<file path="src/rtl/round_timer.sv">
`default_nettype none
// ============================================================================
// Module   : round_timer
// Brief    : BCD seconds countdown paced by a synchronised divided_clk edge.
// Revision : 1.0 - initial release
// ============================================================================
module round_timer #(
    parameter int SYNC_STAGES = 2
) (
    input  logic       clk_in,
    input  logic       rst,
    input  logic       divided_clk,
    input  logic       start,
    input  logic       pause,
    input  logic [3:0] load_tens,
    input  logic [3:0] load_ones,
    output logic [3:0] secs_tens,
    output logic [3:0] secs_ones,
    output logic [1:0] state,
    output logic       running,
    output logic       tick,
    output logic       expired
);

    typedef enum logic [1:0] {
        ST_IDLE    = 2'd0,
        ST_RUN     = 2'd1,
        ST_PAUSED  = 2'd2,
        ST_EXPIRED = 2'd3
    } state_t;

    localparam logic [3:0] C_MAX_DIGIT = 4'd9;

    logic [SYNC_STAGES-1:0] r_sync;
    logic                   r_hist;
    state_t                 r_state;
    state_t                 w_next_state;
    logic [3:0]             w_next_tens;
    logic [3:0]             w_next_ones;
    logic                   w_next_expired;
    logic [3:0]             w_load_tens;
    logic [3:0]             w_load_ones;
    logic                   w_load_zero;
    logic                   w_nonzero;
    logic                   w_last_second;

    // divided_clk is asynchronous data: synchronise, then detect its rising edge
    always_ff @(posedge clk_in) begin
        if (rst) begin
            r_sync <= '0;
            r_hist <= 1'b0;
        end else begin
            r_sync <= {r_sync[SYNC_STAGES-2:0], divided_clk};
            r_hist <= r_sync[SYNC_STAGES-1];
        end
    end

    assign tick = r_sync[SYNC_STAGES-1] & ~r_hist;

    assign w_load_tens   = (load_tens > C_MAX_DIGIT) ? C_MAX_DIGIT : load_tens;
    assign w_load_ones   = (load_ones > C_MAX_DIGIT) ? C_MAX_DIGIT : load_ones;
    assign w_load_zero   = (w_load_tens == 4'd0) && (w_load_ones == 4'd0);
    assign w_nonzero     = (secs_tens != 4'd0) || (secs_ones != 4'd0);
    assign w_last_second = (secs_tens == 4'd0) && (secs_ones == 4'd1);

    // start outranks pause and tick in every state
    always_comb begin
        w_next_state   = r_state;
        w_next_tens    = secs_tens;
        w_next_ones    = secs_ones;
        w_next_expired = 1'b0;
        if (start) begin
            w_next_tens = w_load_tens;
            w_next_ones = w_load_ones;
            if (w_load_zero) begin
                w_next_state   = ST_EXPIRED;
                w_next_expired = (r_state != ST_EXPIRED);
            end else begin
                w_next_state = ST_RUN;
            end
        end else begin
            case (r_state)
                ST_RUN: begin
                    if (pause) begin
                        w_next_state = ST_PAUSED;
                    end else if (tick && w_nonzero) begin
                        if (secs_ones == 4'd0) begin
                            w_next_ones = C_MAX_DIGIT;
                            w_next_tens = secs_tens - 4'd1;
                        end else begin
                            w_next_ones = secs_ones - 4'd1;
                        end
                        if (w_last_second) begin
                            w_next_state   = ST_EXPIRED;
                            w_next_expired = 1'b1;
                        end
                    end
                end
                ST_PAUSED: begin
                    if (!pause) begin
                        w_next_state = ST_RUN;
                    end
                end
                default: begin
                    w_next_state = r_state;
                end
            endcase
        end
    end

    always_ff @(posedge clk_in) begin
        if (rst) begin
            r_state   <= ST_IDLE;
            secs_tens <= 4'd0;
            secs_ones <= 4'd0;
            running   <= 1'b0;
            expired   <= 1'b0;
        end else begin
            r_state   <= w_next_state;
            secs_tens <= w_next_tens;
            secs_ones <= w_next_ones;
            running   <= (w_next_state == ST_RUN);
            expired   <= w_next_expired;
        end
    end

    assign state = r_state;

endmodule
`default_nettype wire
</file>
<file path="config.mk">
export PLATFORM = sky130hd
export DESIGN_NAME = round_timer
export DESIGN_NICKNAME = d
export VERILOG_FILES = /design/src/rtl/round_timer.sv
export SDC_FILE = /design/constraint.sdc
export NUM_CORES = 1
export LEC_CHECK = 0
export BUFFER_PORTS_ARGS = -buffer_cell sky130_fd_sc_hd__buf_2
export CORE_UTILIZATION = 53
export DETAILED_ROUTE_END_ITERATION = 7
export PLACE_DENSITY = 0.81
export RECOVER_POWER = 100
export SETUP_SLACK_MARGIN = 0.3
export SLEW_MARGIN = 20
export SYNTH_ARGS = -nofsm -noshare
export SYNTH_HDL_FRONTEND = slang
export SYNTH_SLANG_ARGS = --single-unit
</file>
<file path="constraint.sdc">
create_clock -name clk_in -period 5.1 [get_ports clk_in]
set_input_delay 0.255 -clock clk_in [delete_from_list [all_inputs] [get_ports clk_in]]
set_output_delay 0.255 -clock clk_in [all_outputs]
set_load 0.005 [all_outputs]
</file>
### Word-level counts from Yosys, hierarchy flattened

Cells that the tools add are included.

| word-level totals | value |
|---|---|
| bits in registers | 15 |
| input port bits | 13 |
| output and inout port bits | 13 |
| word-level logic and storage cells | 59 |

| operators by class | value |
|---|---|
| add/sub/neg operators | 2 |
| order comparisons | 2 |
| equality and inequality tests | 6 |
| multiplexer cells | 25 |
| bitwise logic cells | 2 |
| reduce and logical (&&, ||, !) cells | 15 |

Operators by type and width:

| operator | count |
|---|---|
| $mux 4 | 12 |
| $logic_not 4->1 | 4 |
| $mux 2 | 6 |
| $gt 4x4->1 const B | 2 |
| $reduce_bool 4->1 | 2 |
| $sub 4x1->4 const B | 2 |
| $mux 1 | 6 |
| $reduce_bool 2->1 | 3 |
| $eq 2x1->1 const B | 2 |
| $eq 4x1->1 const B | 1 |
| $ne 2x2->1 const B | 2 |
| $pmux 2 s2 | 1 |
| $reduce_and 4->1 | 1 |
| $logic_and 1x1->1 | 3 |
| $reduce_and 3->1 | 1 |
| $eq 2x2->1 const B | 1 |
| $and 1x1->1 | 1 |
| $logic_or 1x1->1 | 1 |
| $not 1->1 | 1 |

### Depth between registers and ports, before layout

Gate-level depths: netlist (run 1).

| logic depth | value |
|---|---|
| word-level depth | 8 |
| mapped depth | 7 |
| depth with buffers taken out | 6 |

### Worst setup path before layout (run 1)

No wires, ideal clock.

| timing path | value |
|---|---|
| path kind | register -> register |
| start | reg r_state[0], in the netlist state[0] |
| end | reg secs_tens[3] |
| setup time | 0.096 ns |
| arrival time | 1.632 ns |
| slack | 3.372 ns |
| cell stages (with the launch flop) | 7 |
| path buffers | 1 |
| cell sequence | dfxtp_1 ha_1 nand4bb_1 clkbuf_1 nor4b_4 a311oi_1 nor4b_1 |

| between the ends | value |
|---|---|
| word-level cells in the longest chain between the ends | 3 |

Ends and longest elaborated chain:

| element | line | source |
|---|---|---|
| start: declaration | 36 | `state_t r_state;` |
| start signal: assignment | 119 | `r_state <= w_next_state;` |
| $eq 2x1->1 | 82 | `case (r_state)` |
| $reduce_bool 2->1 (no source line) | n/a |  |
| $reduce_and 4->1 (no source line) | n/a |  |
| end signal: assignment | 120 | `secs_tens <= w_next_tens;` |
| end: declaration | 17 | `output logic [3:0] secs_tens,` |

No other way between the ends.
A chain may end at the register's enable or synchronous reset.

### Final worst setup path (run 1)

Ends and elaborated chain as after synthesis.

==> reports/summary.txt, run 1 <==
First-pass GRT wire length = 3429 um
Total global routing overflow = 0
Share of the synthesized area in the top cell type = 33.61%
Yosys reg bits = 15
Worst-Skew Late Latency = 0.30 ns
Setup Buffers After CTS = 0
Inserted Clock Buffers = 3
Post-cts gate resize count = 0
RSZ-0062 raised after global routing = false
WP data arrival = 2.91 ns
Slew HR = 9.222%
Pleak = 0.0004525 uW
Crit share post-route = 52.91%
Final slew viol count = 0
Die width = 43.06 um
Pre-antenna DRT Iters = 4
Cell count after synthesis = 106
Port bufs = 25
Antenna cells = 0
Final hold violations = 0
Clock sinks = 15
Clock skew = 0.008642 ns
Worst VDD drop = 0.0002047 V
Num ports = 26
Data required, critical path = 5.31 ns
Synth unique cells = 40
Reg clk slew, reported paths = 0.10 ns
Row count = 14
FILL cells = 133
Layout cells sized above 1 = 22.90%
Crit path max fanout = 9
Post-synth ARST share = 0%
# Max-Cap Violations = 0
Design area = 1023 sq um
Synth area leader = dfxtp_1
Starting Density = 57.95%
Fmax = 0.3706 GHz
Count leader, synth = dfxtp_1
Detail Placement HPWL = 1568 um
Crit Reg-Reg Startpoint = state[0]
Most frequent cell on the critical path = nor4b_1
Measured slew at the worst slew-check pin = 1.343 ns
Sequential area share after synthesis = 33.61%
Top cells by count, synth = dfxtp_1, inv_1, o21ai_0, a21oi_1, nor2_1
CP max-delay cell = nor4b_1
Run status = completed
Critical Path Max Stage Delay = 1.18 ns
Syn Std Cell Area = 893.4 sq um
Root buf cell = clkbuf_4
Height of the die = 43.06 um
Worst hold path type = in2reg
Die area = 1854 sq um
Syn nets = 123
Critical-path cell list = ha_1, nand4bb_1, nor4b_1, a311oi_1, nor4b_1
Kind of critical path = reg2reg
Routed WL = 2132 um
Final setup vio count = 0
Total power divided by cell area = 244.2 nW/um^2
CTS tree = yes
Synthesized area per cell = 8.428 sq um
Final ANT Viol Nets = 0
Setup TNS = 0 ns
Setup crit end kind = flop
Fin crit period = 2.699 ns
Area grow syn2layout = 14.57%
Synth Warn # = 0
Hold_buf cts = 0
Vias/cell = 6.286
CORE AREA = 1541 sq um
Via count = 924
Total global-route track usage = 25.07%
Hold wc startpoint = divided_clk
Worst Setup Start Kind = flop
Drt first-iter violations = 39
Routed wire per std cell = 14.50 um
Clk buf depth = 2
Final Power = 249.9 uW
EDFF count, synth = 0
H-tree Lvls = 1
Drt drc = 0
Worst setup startpoint = state[0]
Largest net degree at the start of global routing = 15
RD Place Congestion = 0.8357
Layout Nets = 149
Commonest register cell after synthesis = dfxtp_1
DP Area = 1020 sq um
Initial antenna violation count = 0
Synth area leaders = dfxtp_1, ha_1, o21ai_0, a21oi_1, nor2b_1
Number of global-route vias before repair = 777
logic make-up after synthesis:
| logic type | synth area share, % |
|---|---|
| buf+inv | 5.882 |
| compound gates | 21.29 |
| simple gates | 32.50 |
| fa+ha+maj | 5.602 |
| flops | 33.61 |
| mux | 1.120 |
per-layer routing:
| metal | up-vias | GRT usage, % | wire [um] |
|---|---|---|---|
| li1 | 445 | - | - |
| met1 | 420 | 30.39 | 921 |
| met2 | 55 | 39.39 | 991 |
| met3 | 4 | 8.511 | 184 |
| met4 | 0 | 12.12 | 36 |
| met5 | - | 0 | 0 |
final timing paths:
path,end,slack (ns),depth (start not counted)
setup / recovery,secs_tens[3],2.40,5
hold / removal,r_sync[0],0.16,2
setup reg to reg,secs_tens[3],2.40,5
hold reg to reg,r_sync[1],0.45,1
layout by cell type, fill, tap and decap left out, types with 4 or more instances in the layout:
cell	instances
buf_2	23
dfxtp_1	15
inv_1	9
o21ai_0	9
a21oi_1	8
nor2_1	7
nor2b_1	6
nor3_1	4
ha_1	4
sequential cells by signal, summed over array words and instances, names as in the netlist:
signal and cells:
expired 1, r_hist 1, r_sync 2, running 1, secs_ones 4, secs_tens 4
state 2
metrics by stage:
stage / hold WS [ns] / utilization (%) / std cells / setup slack, ns
floorplan: 0.3832 / - / 106 / 3.372
global placement: 0.4338 / 66.15 / 143 / 3.208
detailed placement: 0.4284 / 66.15 / 143 / 3.103
CTS: 0.1635 / 68.10 / 147 / 3.071
global route: 0.1460 / 66.40 / 147 / 2.201
finish: 0.1639 / 66.40 / 147 / 2.401
report_power, final:
| part | total (uW) | internal (uW) | switching (uW) |
|---|---|---|---|
| Combinational | 45.9 | 20.3 | 25.5 |
| Sequential | 131 | 124 | 6.92 |
| Clock | 73.4 | 30.0 | 43.5 |
| Total | 250 | 174 | 76.0 |
final cells by class:
| cell class | instances | area (sq um) | area share, % |
|---|---|---|---|
| multi-input combinational | 78 | 516.7 | 50.49 |
| sequential | 15 | 300.3 | 29.34 |
| timing repair buffer | 25 | 122.6 | 11.98 |
| inverter | 9 | 33.78 | 3.301 |
| clock buffer | 3 | 22.52 | 2.200 |
| tap | 16 | 20.02 | 1.956 |
| clock inverter | 1 | 7.507 | 0.7335 |
critical path: cells and delay by family, from the launching register on:
kind | cells | cell delay [ns]
and+or+nand+nor | 3 | 1.71
adders and majority gates | 1 | 0.23
AOI/OAI and AO/OA | 1 | 0.23
DFF | 1 | 0.43
(Power assumes the default switching activity.)
==> inputs of run 2 (changes only) <==
Settings changed: CORE_UTILIZATION 53 to 50, PLACE_DENSITY 0.81 to 0.77.
Clock period 5.1 ns to 2.65 ns, I/O delays scaled along.
==> run 2 against run 1 <==
Effect of this change: global-route usage is 0.46 points higher; largest cell class unchanged; fmax grew 21%; setup slack worse by 2.0 ns; sequential power grew 93%; final cell count increased by 6.8%; utilization shrank 0.30 points; combinational power grew 97%; via count fell by 1.7%; register-to-register slack lost 2.0 ns; first-iteration DRC count shrank 59%; clock power increased by 88%; highest routed layer unchanged; die area up 5.7%.
==> reports/summary.txt, run 2 (synthesized netlist as in run 1, its figures left out) <==
Run status = completed
Total power divided by cell area = 456.6 nW/um^2
Clock sinks = 15
Final ANT Viol Nets = 0
RSZ-0062 raised after global routing = false
CTS tree = yes
H-tree Lvls = 1
Worst Setup Start Kind = flop
Final hold violations = 0
Pleak = 0.0004586 uW
Detail Placement HPWL = 1607 um
Number of global-route vias before repair = 790
Critical path's top delay family = simple AND/OR/NAND/NOR gates
Metal3 WL = 159 um
Routed WL = 2223 um
DRT met1 WL = 982 um
Layout cells sized above 1 = 21.80%
Fmax = 0.4469 GHz
Largest registers = secs_ones x4, secs_tens x4
Total global-route track usage = 25.53%
Design area = 1054 sq um
Most frequent cells in the layout = buf_2, dfxtp_1, inv_1, o21ai_0, a21oi_1
WP data arrival = 2.44 ns
Crit path max fanout = 8
Port bufs = 25
Final slew viol count = 0
Reg clk slew, reported paths = 0.10 ns
Starting Density = 56.04%
Via count = 908
Crit share post-route = 84.45%
Inserted Clock Buffers = 3
First-pass GRT wire length = 3622 um
Num ports = 26
DP Cell Count = 151
Data required, critical path = 2.85 ns
RD Place Congestion = 0.8455
Slew HR = 63.75%
Vias/cell = 5.783
Drt first-iter violations = 16
Min-Delay Path Depth = 2
Met2 Routed Length = 1044 um
Initial antenna violation count = 0
Worst path buffer plus inverter count = 3
Setup crit end kind = flop
Final setup vio count = 0
Final setup margin = 0.4122 ns
Clk buf depth = 2
Largest net degree at the start of global routing = 15
Area of the multi-input gates = 531.8 sq um
Root buf cell = clkbuf_4
Height of the die = 44.27 um
Critical Path Max Stage Delay = 0.38 ns
Pre-antenna DRT Iters = 6
Setup TNS = 0 ns
# Max-Cap Violations = 0
Worst VDD drop = 0.0003352 V
Drt drc = 0
DP Area = 1030 sq um
Die area = 1960 sq um
Worst hold path type = in2reg
Kind of critical path = reg2reg
Finished Layout Cells = 157
Total global routing overflow = 0
Area grow syn2layout = 17.93%
Row count = 14
Antenna cells = 0
Sequential Area = 300.3 sq um
Measured slew at the worst slew-check pin = 0.5438 ns
Stages on worst setup path = 8
CP max-delay cell = dfxtp_1
Pre-CTS setup slack = 0.5924 ns
FILL cells = 150
Hold_buf cts = 0
Routed wire per std cell = 14.16 um
Critical-path cell list = inv_1, ha_1, nand4bb_1, nor4b_4, clkbuf_1, clkbuf_4, nand4_1, and3_1
Layout Nets = 151
R2R depth = 8
Die width = 44.27 um
Clock skew = 0.01047 ns
CORE AREA = 1594 sq um
Fin crit period = 2.238 ns
Worst-Skew Late Latency = 0.30 ns
Highest metal used = met4
Most common cell after layout, fill and taps aside = buf_2
## run 2: cell types whose count changed in the layout (fill, tap and decap cells not counted)
cell        change
nor4b_4         +1
clkinvlp_4      -1
clkbuf_4        +1
nor4b_1         -1
buf_2           -2
clkbuf_1        +4
## run 2: worst paths after layout
path / from / endpoint / slack [ns]
max reg2reg: state[1] / secs_tens[2] / 0.41
max: state[1] / secs_tens[2] / 0.41
min: divided_clk / r_sync[0] / 0.05
min reg2reg: r_sync[0] / r_sync[1] / 0.46
## run 2: power breakdown
| part | internal (uW) | switching (uW) |
|---|---|---|
| combinational | 40.1 | 50.2 |
| sequential | 238 | 14.7 |
| clock | 58.7 | 79.5 |
## run 2: timing repair
| item | in CTS | in global routing |
|---|---|---|
| buffers inserted | 0 | 2 |
| setup endpoints to repair | 0 | 1 |
| gates resized for setup | 0 | 0 |
## run 2: per-stage QoR
stage	power (uW)	hold WS (ns)	utilization [%]
final	481.1	0.04666	66.09
after global routing	502.9	0.05272	66.09
after CTS	475.3	0.05586	66.25
after detailed placement	347.0	0.3493	64.60
after global placement	344.2	0.3519	64.60
after floorplan	310.8	0.2607	-
## run 2: metal layers
metal / up-vias / GRT usage (%)
met3: 5 / 3.673
met2: 48 / 40.00
met5: - / 0
met4: 0 / 10.91
met1: 406 / 34.92
li1: 449 / -
## run 2: final cells by class
cell class | count | share of cell area, %
Tap cell | 24 | 2.850
Sequential cell | 15 | 28.50
Inverter | 9 | 3.207
Multi-Input combinational cell | 78 | 50.48
Timing Repair Buffer | 27 | 12.47
Clock buffer | 4 | 2.494
==> inputs of run 3 (changes only) <==
Clock period 2.65 ns to 2.3 ns, I/O delays scaled along.
==> run 3 against run 2 <==
Effect of this change: final cell count unchanged; fmax up 18%; clock-buffer cell count unchanged; combinational power up 17%; clock skew down 0.0060 ns; first-iteration DRC count up 81%; routed wire length up 1.2%; total power up 15%; global-route usage up 0.85 points; register-to-register slack about the same; setup slack worse by 0.0053 ns; sequential cell count unchanged; largest power group unchanged.
==> reports/summary.txt, run 3 (synthesized netlist as in run 1, its figures left out) <==
RD Place Congestion = 0.8455
# Max-Cap Violations = 0
Routed wire per std cell = 14.33 um
Worst-Skew Late Latency = 0.29 ns
Most frequent cells in the layout = buf_2, dfxtp_1, inv_1, o21ai_0, a21oi_1
Data required, critical path = 2.49 ns
R2R depth = 6
Die area = 1960 sq um
Reg power frac = 52.7%
Critical-path cell list = inv_1, ha_1, nand2b_1, or4_1, a211o_1, and3_1
Hold_buf cts = 0
R2r setup slk = 0.41 ns
Crit path max fanout = 8
Final Power = 552.9 uW
Inserted Clock Buffers = 3
Layout cells sized above 1 = 24.81%
Kind of critical path = reg2reg
Crit share post-route = 82.31%
Measured slew at the worst slew-check pin = 0.5440 ns
Hold wc startpoint = divided_clk
Antenna cells = 0
Height of the die = 44.27 um
Vias/cell = 5.771
Die width = 44.27 um
Pre-antenna DRT Iters = 6
Worst VDD drop = 0.0003700 V
Port bufs = 25
RSZ-0062 raised after global routing = false
Cell-internal power = 389.6 uW
Final slew viol count = 0
Hold path endpoint = r_sync[0]
Run status = completed
Reg clk slew, reported paths = 0.09 ns
CTS tree = yes
Via count = 906
Comb power frac = 19.2%
Fin Hold WS = 0.03064 ns
FILL cells = 137
Fin crit period = 1.893 ns
Routed WL = 2250 um
Total global routing overflow = 0
Slew HR = 63.73%
Number of global-route vias before repair = 827
CP max-delay cell = or4_1
Total power divided by cell area = 512.1 nW/um^2
Final setup vio count = 0
Final ANT Viol Nets = 0
Clock sinks = 15
Util after Layout = 67.74%
Fmax = 0.5282 GHz
Setup crit end kind = flop
Clk buf depth = 2
First-pass GRT wire length = 3753 um
Detail Placement HPWL = 1603 um
Row count = 14
H-tree Lvls = 1
Num ports = 26
Largest registers = secs_ones x4, secs_tens x4
CORE AREA = 1594 sq um
Sw power = 163.3 uW
Initial antenna violation count = 0
Setup TNS = 0 ns
Critical Path Max Stage Delay = 0.57 ns
Drt first-iter violations = 29
Starting Density = 56.04%
Area grow syn2layout = 20.87%
Worst Setup Start Kind = flop
Largest net degree at the start of global routing = 15
Clock power share = 28.1%
Worst hold path type = in2reg
Switching share of total power = 29.53%
Root buf cell = clkbuf_4
Layout Nets = 151
Drt drc = 0
Clock skew = 0.004481 ns
Most common cell after layout, fill and taps aside = buf_2
RR Endpoint = secs_tens[2]
Total global-route track usage = 26.37%
Worst setup startpoint = secs_tens[0]
Crit Reg-Reg Startpoint = secs_tens[0]
Min-Delay Path Depth = 2
Pleak = 0.0004739 uW
WP data arrival = 2.08 ns
Final hold violations = 0
-- run 3: worst max-delay path by stage --
stage / end / slack (ns)
global placement: secs_tens[3] / 0.41
CTS: secs_tens[2] / 0.33
floorplan: secs_tens[3] / 0.57
global route: secs_tens[3] / 0.28
finish: secs_tens[2] / 0.41
detailed placement: secs_tens[3] / 0.24
-- run 3: stage by stage --
step	setup WS [ns]	cells	area, sq um
floorplan	0.5720	106	893.4
global placement	0.4095	151	1030
detailed placement	0.2417	151	1030
CTS	0.3295	157	1071
global route	0.2805	157	1080
finish	0.4069	157	1080
-- run 3: final cells by class --
| type | count | area [sq um] | area share (%) |
|---|---|---|---|
| Inverter | 9 | 33.78 | 3.129 |
| Sequential cell | 15 | 300.3 | 27.81 |
| Multi-Input combinational cell | 78 | 548.0 | 50.75 |
| Timing Repair Buffer | 27 | 141.4 | 13.09 |
| Tap cell | 24 | 30.03 | 2.781 |
| Clock buffer | 4 | 26.28 | 2.433 |
-- run 3: power by group through the flow --
stage	combinational [uW]	clock (uW)	sequential (uW)
2_1_floorplan	62.8	0	295
3_3_place_gp	101	0	296
3_5_place_dp	103	0	296
4_1_cts	104	161	290
5_1_grt	117	171	293
6_report	106	155	291
-- run 3: critical path: cells and delay by family (launching register included) --
family,cells,cell delay (ns)
flip-flops,1,0.36
AND/OR/NAND/NOR,3,0.85
buffers and inverters,1,0.07
AO/OA/AOI/OAI,1,0.31
adder cells (fa/ha/maj),1,0.19
-- run 3: per-layer routing --
metal	share of wire, %	global-route usage [%]
met4	2.4	13.33
met5	0	0
met2	48	44.12
met3	4.8	4.898
met1	45	32.16
-- run 3: what timing repair did --
item | CTS | global route
resized for setup | 0 | 5
endpoints found under the setup margin | 4 | 7
hold endpoints to repair | 0 | 0
buffers inserted | 2 | 0
pin swaps | 1 | 1
cloned | 0 | 0
